### config.mk
export PLATFORM = sky130hd
export DESIGN_NAME = branch_predictor
export DESIGN_NICKNAME = d
export VERILOG_FILES = /design/src/rtl/branch_predictor.sv
export SDC_FILE = /design/constraint.sdc
export NUM_CORES = 2
export LEC_CHECK = 0
export ABC_CLOCK_PERIOD_IN_PS = 6700
export BUFFER_PORTS_ARGS = -buffer_cell sky130_fd_sc_hd__buf_2
export CORE_MARGIN = 10
export CORE_UTILIZATION = 62
export DETAILED_ROUTE_END_ITERATION = 10
export GPL_ROUTABILITY_DRIVEN = 0
export PLACE_DENSITY_LB_ADDON = 0.15
export SETUP_SLACK_MARGIN = 0.5
export SLEW_MARGIN = 20
export SYNTH_ARGS = -nofsm -noshare
export SYNTH_HDL_FRONTEND = slang
export SYNTH_SLANG_ARGS = --single-unit
### constraint.sdc
create_clock -name clk -period 6.7 [get_ports clk]
set_input_delay 0.67 -clock clk [delete_from_list [all_inputs] [get_ports clk]]
set_output_delay 0.67 -clock clk [all_outputs]
set_load 0.005 [all_outputs]
### src/rtl/branch_predictor.sv
// Bimodal branch predictor with a direct-mapped BTB, trained from the execute stage.
// Optional build macro: BRANCH_PRED_STATS_EN adds branch/mispredict statistics counters.
module branch_predictor #(
  parameter int ENTRIES = 64
) (
  input  logic        clk,
  input  logic        rst_n,
  input  logic [31:0] if_pc,
  output logic        pred_taken,
  output logic [31:0] pred_target,
  output logic        bp_ready,
  input  logic        ex_valid,
  input  logic        ex_is_branch,
  input  logic [31:0] ex_pc,
  input  logic        ex_taken,
  input  logic [31:0] ex_target,
  input  logic        ex_pred_taken,
  input  logic [31:0] ex_pred_target,
  output logic        mispredict,
  output logic [31:0] redirect_pc,
  output logic [31:0] stat_branches,
  output logic [31:0] stat_mispredicts
);

  localparam int IDX = $clog2(ENTRIES);
  localparam int TAG = 30 - IDX;

  typedef enum logic {INIT, RUN} state_t;

  state_t           r_state;
  logic [IDX-1:0]   r_sweepIdx;
  logic             r_bpReady;
  logic             r_mispredict;
  logic [31:0]      r_redirectPc;

  logic             r_valid  [ENTRIES];
  logic [TAG-1:0]   r_tag    [ENTRIES];
  logic [31:0]      r_target [ENTRIES];
  logic [1:0]       r_ctr    [ENTRIES];

  logic [IDX-1:0]   w_ifIdx;
  logic [TAG-1:0]   w_ifTag;
  logic             w_hit;
  logic [IDX-1:0]   w_exIdx;
  logic [TAG-1:0]   w_exTag;
  logic [1:0]       w_exCtr;
  logic [1:0]       w_ctrNext;
  logic             w_train;
  logic             w_mispredict;
  logic [31:0]      w_redirect;

  assign w_ifIdx = if_pc[IDX+1:2];
  assign w_ifTag = if_pc[31:IDX+2];
  assign w_exIdx = ex_pc[IDX+1:2];
  assign w_exTag = ex_pc[31:IDX+2];

  // Lookup reads stored state only, so a same-cycle update is not bypassed.
  assign w_hit       = r_valid[w_ifIdx] && (r_tag[w_ifIdx] == w_ifTag);
  assign pred_taken  = (r_state == RUN) && w_hit && r_ctr[w_ifIdx][1];
  assign pred_target = pred_taken ? r_target[w_ifIdx] : if_pc + 32'd4;

  assign w_exCtr   = r_ctr[w_exIdx];
  assign w_ctrNext = ex_taken ? ((w_exCtr == 2'b11) ? 2'b11 : w_exCtr + 2'b01)
                              : ((w_exCtr == 2'b00) ? 2'b00 : w_exCtr - 2'b01);

  assign w_train      = (r_state == RUN) && ex_valid && ex_is_branch;
  assign w_mispredict = w_train &&
                        ((ex_taken != ex_pred_taken) ||
                         (ex_taken && ex_pred_taken && (ex_target != ex_pred_target)));
  assign w_redirect   = ex_taken ? ex_target : ex_pc + 32'd4;

  always_ff @(posedge clk) begin
    if (!rst_n) begin
      r_state      <= INIT;
      r_sweepIdx   <= '0;
      r_bpReady    <= 1'b0;
      r_mispredict <= 1'b0;
      r_redirectPc <= '0;
    end else begin
      case (r_state)
        INIT: begin
          r_valid[r_sweepIdx] <= 1'b0;
          r_ctr[r_sweepIdx]   <= 2'b01;
          r_sweepIdx          <= r_sweepIdx + 1'b1;
          r_mispredict        <= 1'b0;
          if (r_sweepIdx == IDX'(ENTRIES - 1)) begin
            r_state   <= RUN;
            r_bpReady <= 1'b1;
          end
        end
        RUN: begin
          r_mispredict <= w_mispredict;
          if (w_train) begin
            r_ctr[w_exIdx] <= w_ctrNext;
            r_redirectPc   <= w_redirect;
            if (ex_taken) begin
              r_valid[w_exIdx]  <= 1'b1;
              r_tag[w_exIdx]    <= w_exTag;
              r_target[w_exIdx] <= ex_target;
            end
          end
        end
        default: r_state <= INIT;
      endcase
    end
  end

  assign bp_ready    = r_bpReady;
  assign mispredict  = r_mispredict;
  assign redirect_pc = r_redirectPc;

`ifdef BRANCH_PRED_STATS_EN
  logic [31:0] r_statBranches;
  logic [31:0] r_statMispredicts;

  always_ff @(posedge clk) begin
    if (!rst_n) begin
      r_statBranches    <= '0;
      r_statMispredicts <= '0;
    end else begin
      if (w_train)      r_statBranches    <= r_statBranches + 32'd1;
      if (w_mispredict) r_statMispredicts <= r_statMispredicts + 32'd1;
    end
  end

  assign stat_branches    = r_statBranches;
  assign stat_mispredicts = r_statMispredicts;
`else
  assign stat_branches    = 32'd0;
  assign stat_mispredicts = 32'd0;
`endif

endmodule

# Word-level counts from Yosys, hierarchy flattened
# Memories as Yosys holds them, arrays and structs flattened.
# Index checks and enable logic that the tools add are counted.
[classes]
n_addsub = 5
eq_ne = 5
mux = 26
n_bitwise = 1
reduce_logical = 14
[ops]
columns = ["operator", "n"]
rows = [
  ["adder 32 x 3 -> 32 bit (second input constant)", 2],
  ["2-to-1 mux 32 bit", 2],
  ["inequality test 32 bit", 1],
  ["== test 24 bit", 1],
  ["2-to-1 mux 1 bit", 17],
  ["2-to-1 mux 6 bit", 2],
  ["logical AND 1 bit", 8],
  ["2-to-1 mux 2 bit", 4],
  ["adder 6 x 1 -> 6 bit (second input constant)", 1],
  ["== test 6 bit (second input constant)", 1],
  ["AND reduction 2 bit", 2],
  ["adder 2 x 1 -> 2 bit (second input constant)", 1],
  ["== test 2 bit (second input constant)", 1],
  ["logical NOT 2 bit", 1],
  ["one-hot mux 1 bit (2 select lines)", 1],
  ["OR reduction 2 bit", 1],
  ["subtractor 2 x 1 -> 2 bit (second input constant)", 1],
  ["logical OR 1 bit", 1],
  ["inequality test 1 bit", 1],
  ["inverter 1 bit", 1],
  ["OR reduction 1 bit", 1],
]
[word_totals]
ff_bits = 41
ramBits = 3776
input_bits = 134
output_inout_bits = 131
word_cells = 60
mem_count = 4
[memory_table]
columns = ["name", "words", "width", "rd", "rd_ports_with_merged_regs", "wr", "line", "rtl"]
rows = [
  ["r_target", 64, 32, 1, 0, 1, "38", "logic [31:0] r_target [ENTRIES];"],
  ["r_tag", 64, 24, 1, 0, 1, "37", "logic [TAG-1:0] r_tag [ENTRIES];"],
  ["r_ctr", 64, 2, 2, 0, 1, "39", "logic [1:0] r_ctr [ENTRIES];"],
  ["r_valid", 64, 1, 1, 0, 1, "36", "logic r_valid [ENTRIES];"],
]

# Logic depth before layout (Yosys ltp)
[logic_depth]
word_depth = 8
depth_mapped = 17
ltp_nobuf = 10

# Worst setup path before layout
# No wires, ideal clock.
[synth_timing]
kind = "input to register"
start = "in ex_taken"
end = "mem r_tag[11][0] in the netlist's numbering, enable pin"
setup_time_ps = 470
arrival_time_ps = 5377
t_required_ps = 6230
path_slack_ps = 853
stages = 6
n_path_buf = 2
path_cell_list = "clkbuf_1 > nand3_1 > clkinv_1 > clkbuf_1 > nand3_1 > nor2_1"
[synth_via]
elab_chain_len = 5
[synth_rtl]
columns = ["element", "line", "rtl"]
rows = [
  ["start, declared", "15", "input logic ex_taken,"],
  ["2-to-1 mux 1 bit", "96", "if (ex_taken) begin"],
  ["2-to-1 mux 1 bit", "93", "if (w_train) begin"],
  ["2-to-1 mux 1 bit", "80", "case (r_state)"],
  ["2-to-1 mux 1 bit", "73", "if (!rst_n) begin"],
  ["2-to-1 mux 1 bit (not written as such)", "98", "r_tag[w_exIdx] <= w_exTag;"],
  ["end, declared", "37", ""],
]
# Every way passes these cells.

# Worst setup path in the final report
[layout_timing]
start = "in if_pc[4]"
end = "out pred_taken"
[layout_via]
elab_chain_len = 5
elab_cells_between_ends = 7
classes_between = "eq/ne (1); reduce/logical (3); memory (3)"
[layout_rtl]
columns = ["element", "line", "rtl"]
rows = [
  ["start, declared", "8", "input logic [31:0] if_pc,"],
  ["memory (64 x 24 bit)", "-", ""],
  ["== test 24 bit", "58", "assign w_hit = r_valid[w_ifIdx] && (r_tag[w_ifIdx] == w_ifTag);"],
  ["logical AND 1 bit", "58", ""],
  ["logical AND 1 bit", "59", "assign pred_taken = (r_state == RUN) && w_hit && r_ctr[w_ifIdx][1];"],
  ["logical AND 1 bit (*)", "59", ""],
  ["end, declared", "9", "output logic pred_taken,"],
]
# Mark *: on every way between the ends. The rest lies on a longest branch, timed or not.

==> results_dict.tcl <==
set metrics [dict create \
    status "finished, final reports clean" \
    row_count 180 \
    htree_levels 5 \
    worst_setup_path_start_kind "primary input" \
    grt_use_met1_pct 48.1 \
    stdcell_area_um2 169000 \
    p_leak_nw 53.6 \
    grt_start_max_net_pins 98 \
    grt_antenna_before_repair 25 \
    fin_total_pwr_w 0.0496 \
    wirelength_mm 456 \
    synth_top_flop_cell "edfxtp_1" \
    finalHoldViolations 0 \
    dpl_cell_area_um2 157000 \
    drv_slew 0 \
    layout_common_cells "edfxtp_1, mux4_2, clkbuf_16, buf_4, nand2_1" \
    grt_use_total_pct 34.4 \
    critical_path_class "primary input to output pin" \
    rsz0062_at_grt "no" \
    cts_buffers 385 \
    drt-pass1-iter-count 8 \
    area_growth_pct 12.6 \
    use_met2_pct 51.1 \
    fin_cells 10900 \
    vias 79900 \
    drt_iter0_markers 15000 \
    detail_route.wl_per_cell_um 41.8 \
    dieArea_um2 262000 \
    worst_ep_arrival_time_ns 5.50 \
    relSlewSlack_pct 16.7 \
    grt_pass1_wl_mm 626 \
    fill_cells 14200 \
    syn_inst 6857 \
    clk_pin_slew_ns 0.06 \
    cts_root_buf "clkbuf_16" \
    grt_overflow 0 \
    finalClockSkew_ns 0.0414 \
    cts_tree "yes" \
    layout_commonest_cell "edfxtp_1" \
    synth_edf_count 3776 \
    top_usage_layer "met2" \
    period_share_pct 92.0 \
    async_flop_share_pct 0 \
    met3_usage_pct 10.9 \
    ys_ff_latch 3817 \
    tightest_slew_ns 1.24 \
    fmax_ghz 0.162 \
    ys_seq_area_share_pct 76.2 \
    clock_path_buffers 4 \
    fp.dieH_um 512 \
    cts_sinks 3817 \
    drc 0 \
    hold_class "primary input to flop" \
    synth_top_area_cell "edfxtp_1" \
    fp.dieW_um 512 \
    end_kind "output pin" \
    nets 7554 \
    start_util_pct 62.3 \
    drive_above_1_share_pct 28.9 \
    port_buffers 200 \
    required_ns 6.03 \
    synth.cell_area_um2 150000 \
    hpwl_mm 252 \
    coreArea_um2 241000 \
    layout_setup_ws_ns 0.534 \
    yosysTopAreaCellShare_pct 75.6 \
    place_ws_ns 0.398 \
    finalSetupViolCount 0 \
    io_pins 265 \
    synthTopCellsByArea "edfxtp_1, mux4_2, mux2i_1, nor2_1, nand2_1" \
    multi_input_area_um2 34100 \
    period_needed_ns 6.17 \
    cp_max_fo 62 \
    ant_nets 0 \
    setup_tns_ns 0 \
    grt_pass1_vias 78200 \
    dp_cells 10200 \
    ctsHoldBuffers 0 \
    cap_violations 0 \
    ys_types 86 \
    vias_per_cell 7.32 \
    yosys_warnings 0 \
    power_density_nw_per_um2 294 \
    max-vdd-ir-drop_uv 261 \
    clkLatencyLatePin_ns 0.99 \
    ff_latch_area_um2 114000 \
    synth_area_per_cell_um2 21.9 \
]
==> synthesized netlist by cell type, types with 6 or more instances <==
library cell,count
a211oi_1,14
a21oi_1,69
a221o_1,9
a221oi_1,19
a22o_1,8
a22oi_1,52
a31oi_1,11
a32oi_1,6
and2_1,15
and3_1,28
and4_1,6
buf_1,45
buf_2,127
buf_4,95
buf_6,34
clkbuf_1,116
dfxtp_1,41
edfxtp_1,3776
inv_1,7
mux2_2,29
mux2_4,28
mux2i_1,187
mux4_2,1025
nand2_1,252
nand2b_1,12
nand3_1,81
nand3b_1,13
nand4_1,28
nor2_1,274
nor2b_1,29
nor3_1,16
nor4_1,13
o211ai_1,23
o21a_1,8
o21ai_0,91
o221ai_1,17
o22ai_1,29
xnor2_1,85
xor2_1,32
==> routing by layer <==
layer  share of wire [%]  vias to the layer above
li1                    -                    29800
met1                  35                    41800
met2                  45                     7056
met3                  15                     1225
met4                 5.1                       18
met5               0.030                        -
==> flip-flops by register name, summed over array words and instances (netlist names) <==
name and cells:
r_state 1, r_valid 64, bp_ready 1, r_tag 1536, r_target 2048, redirect_pc 32, mispredict 1, r_ctr 128
r_sweepIdx 6
==> per-stage QoR <==
stage	util, %	hold slack, ns
2_1_floorplan	-	0.448
3_3_place_gp	65.1	0.440
3_5_place_dp	65.1	0.448
4_1_cts	70.2	0.0206
5_1_grt	70.2	0.0670
6_report	70.2	0.0691
==> path summary, 6_finish.rpt <==
check / startpoint / to / slack (ns) / depth (start not counted)
worst max-delay path: if_pc[4] / pred_taken / 0.53 / 13
worst max register to register: r_state$_SDFF_PN0_ / r_tag[45][13]$_DFFE_PP_ / 1.80 / 7
worst min register to register: redirect_pc[4]$_SDFFE_PN0P_ / redirect_pc[4]$_SDFFE_PN0P_ / 0.46 / 2
worst min-delay path: ex_pred_taken / mispredict$_SDFF_PN0_ / 0.07 / 4
==> logic make-up (layout without fill, tap and decap cells) <==
| group | Yosys count | in the layout | synth area share (%) |
|---|---|---|---|
| flip-flops | 3817 | 3817 | 76.2 |
| buffers and inverters | 431 | 1221 | 1.61 |
| AND/OR/NAND/NOR | 807 | 807 | 2.48 |
| other | 1 | 80 | 0.00250 |
| XOR/XNOR | 117 | 117 | 0.683 |
| adder cells (fa/ha/maj) | 4 | 4 | 0.0334 |
| AO/OA/AOI/OAI | 411 | 411 | 1.88 |
| multiplexers | 1269 | 1269 | 17.1 |
==> what timing repair did <==
item / in CTS / in global routing
resized for setup: 2 / 1
pin swaps: 0 / 0
cloned: 0 / 1
setup buffers: 0 / 0
endpoints found under the setup margin: 32 / 32
==> power by group <==
part           internal, W  switching (W)
Sequential          0.0262     0.00000459
Combinational     0.000932        0.00158
Clock               0.0120        0.00887
==> critical path, cell delays in order <==
cell and delay, ns:
buf_8 0.48, buf_4 0.40, nand3_1 0.60, o221ai_1 0.45
a21oi_1 0.10, a22oi_1 0.26, mux2_2 0.42, nand3b_1 0.19
nand4bb_1 0.20, a2111oi_0 0.63, nor4b_2 0.67, buf_4 0.24
buf_2 0.12
==> final cells by class <==
cell class | instances | share of cell area [%]
antenna | 16 | 0.0237
clock buffer | 461 | 6.01
clock inverter | 220 | 1.15
inverter | 12 | 0.0333
multi-input combinational | 2672 | 20.2
sequential | 3817 | 67.6
tap | 3185 | 2.36
timing repair buffer | 528 | 2.59
(Power assumes the default switching activity.)
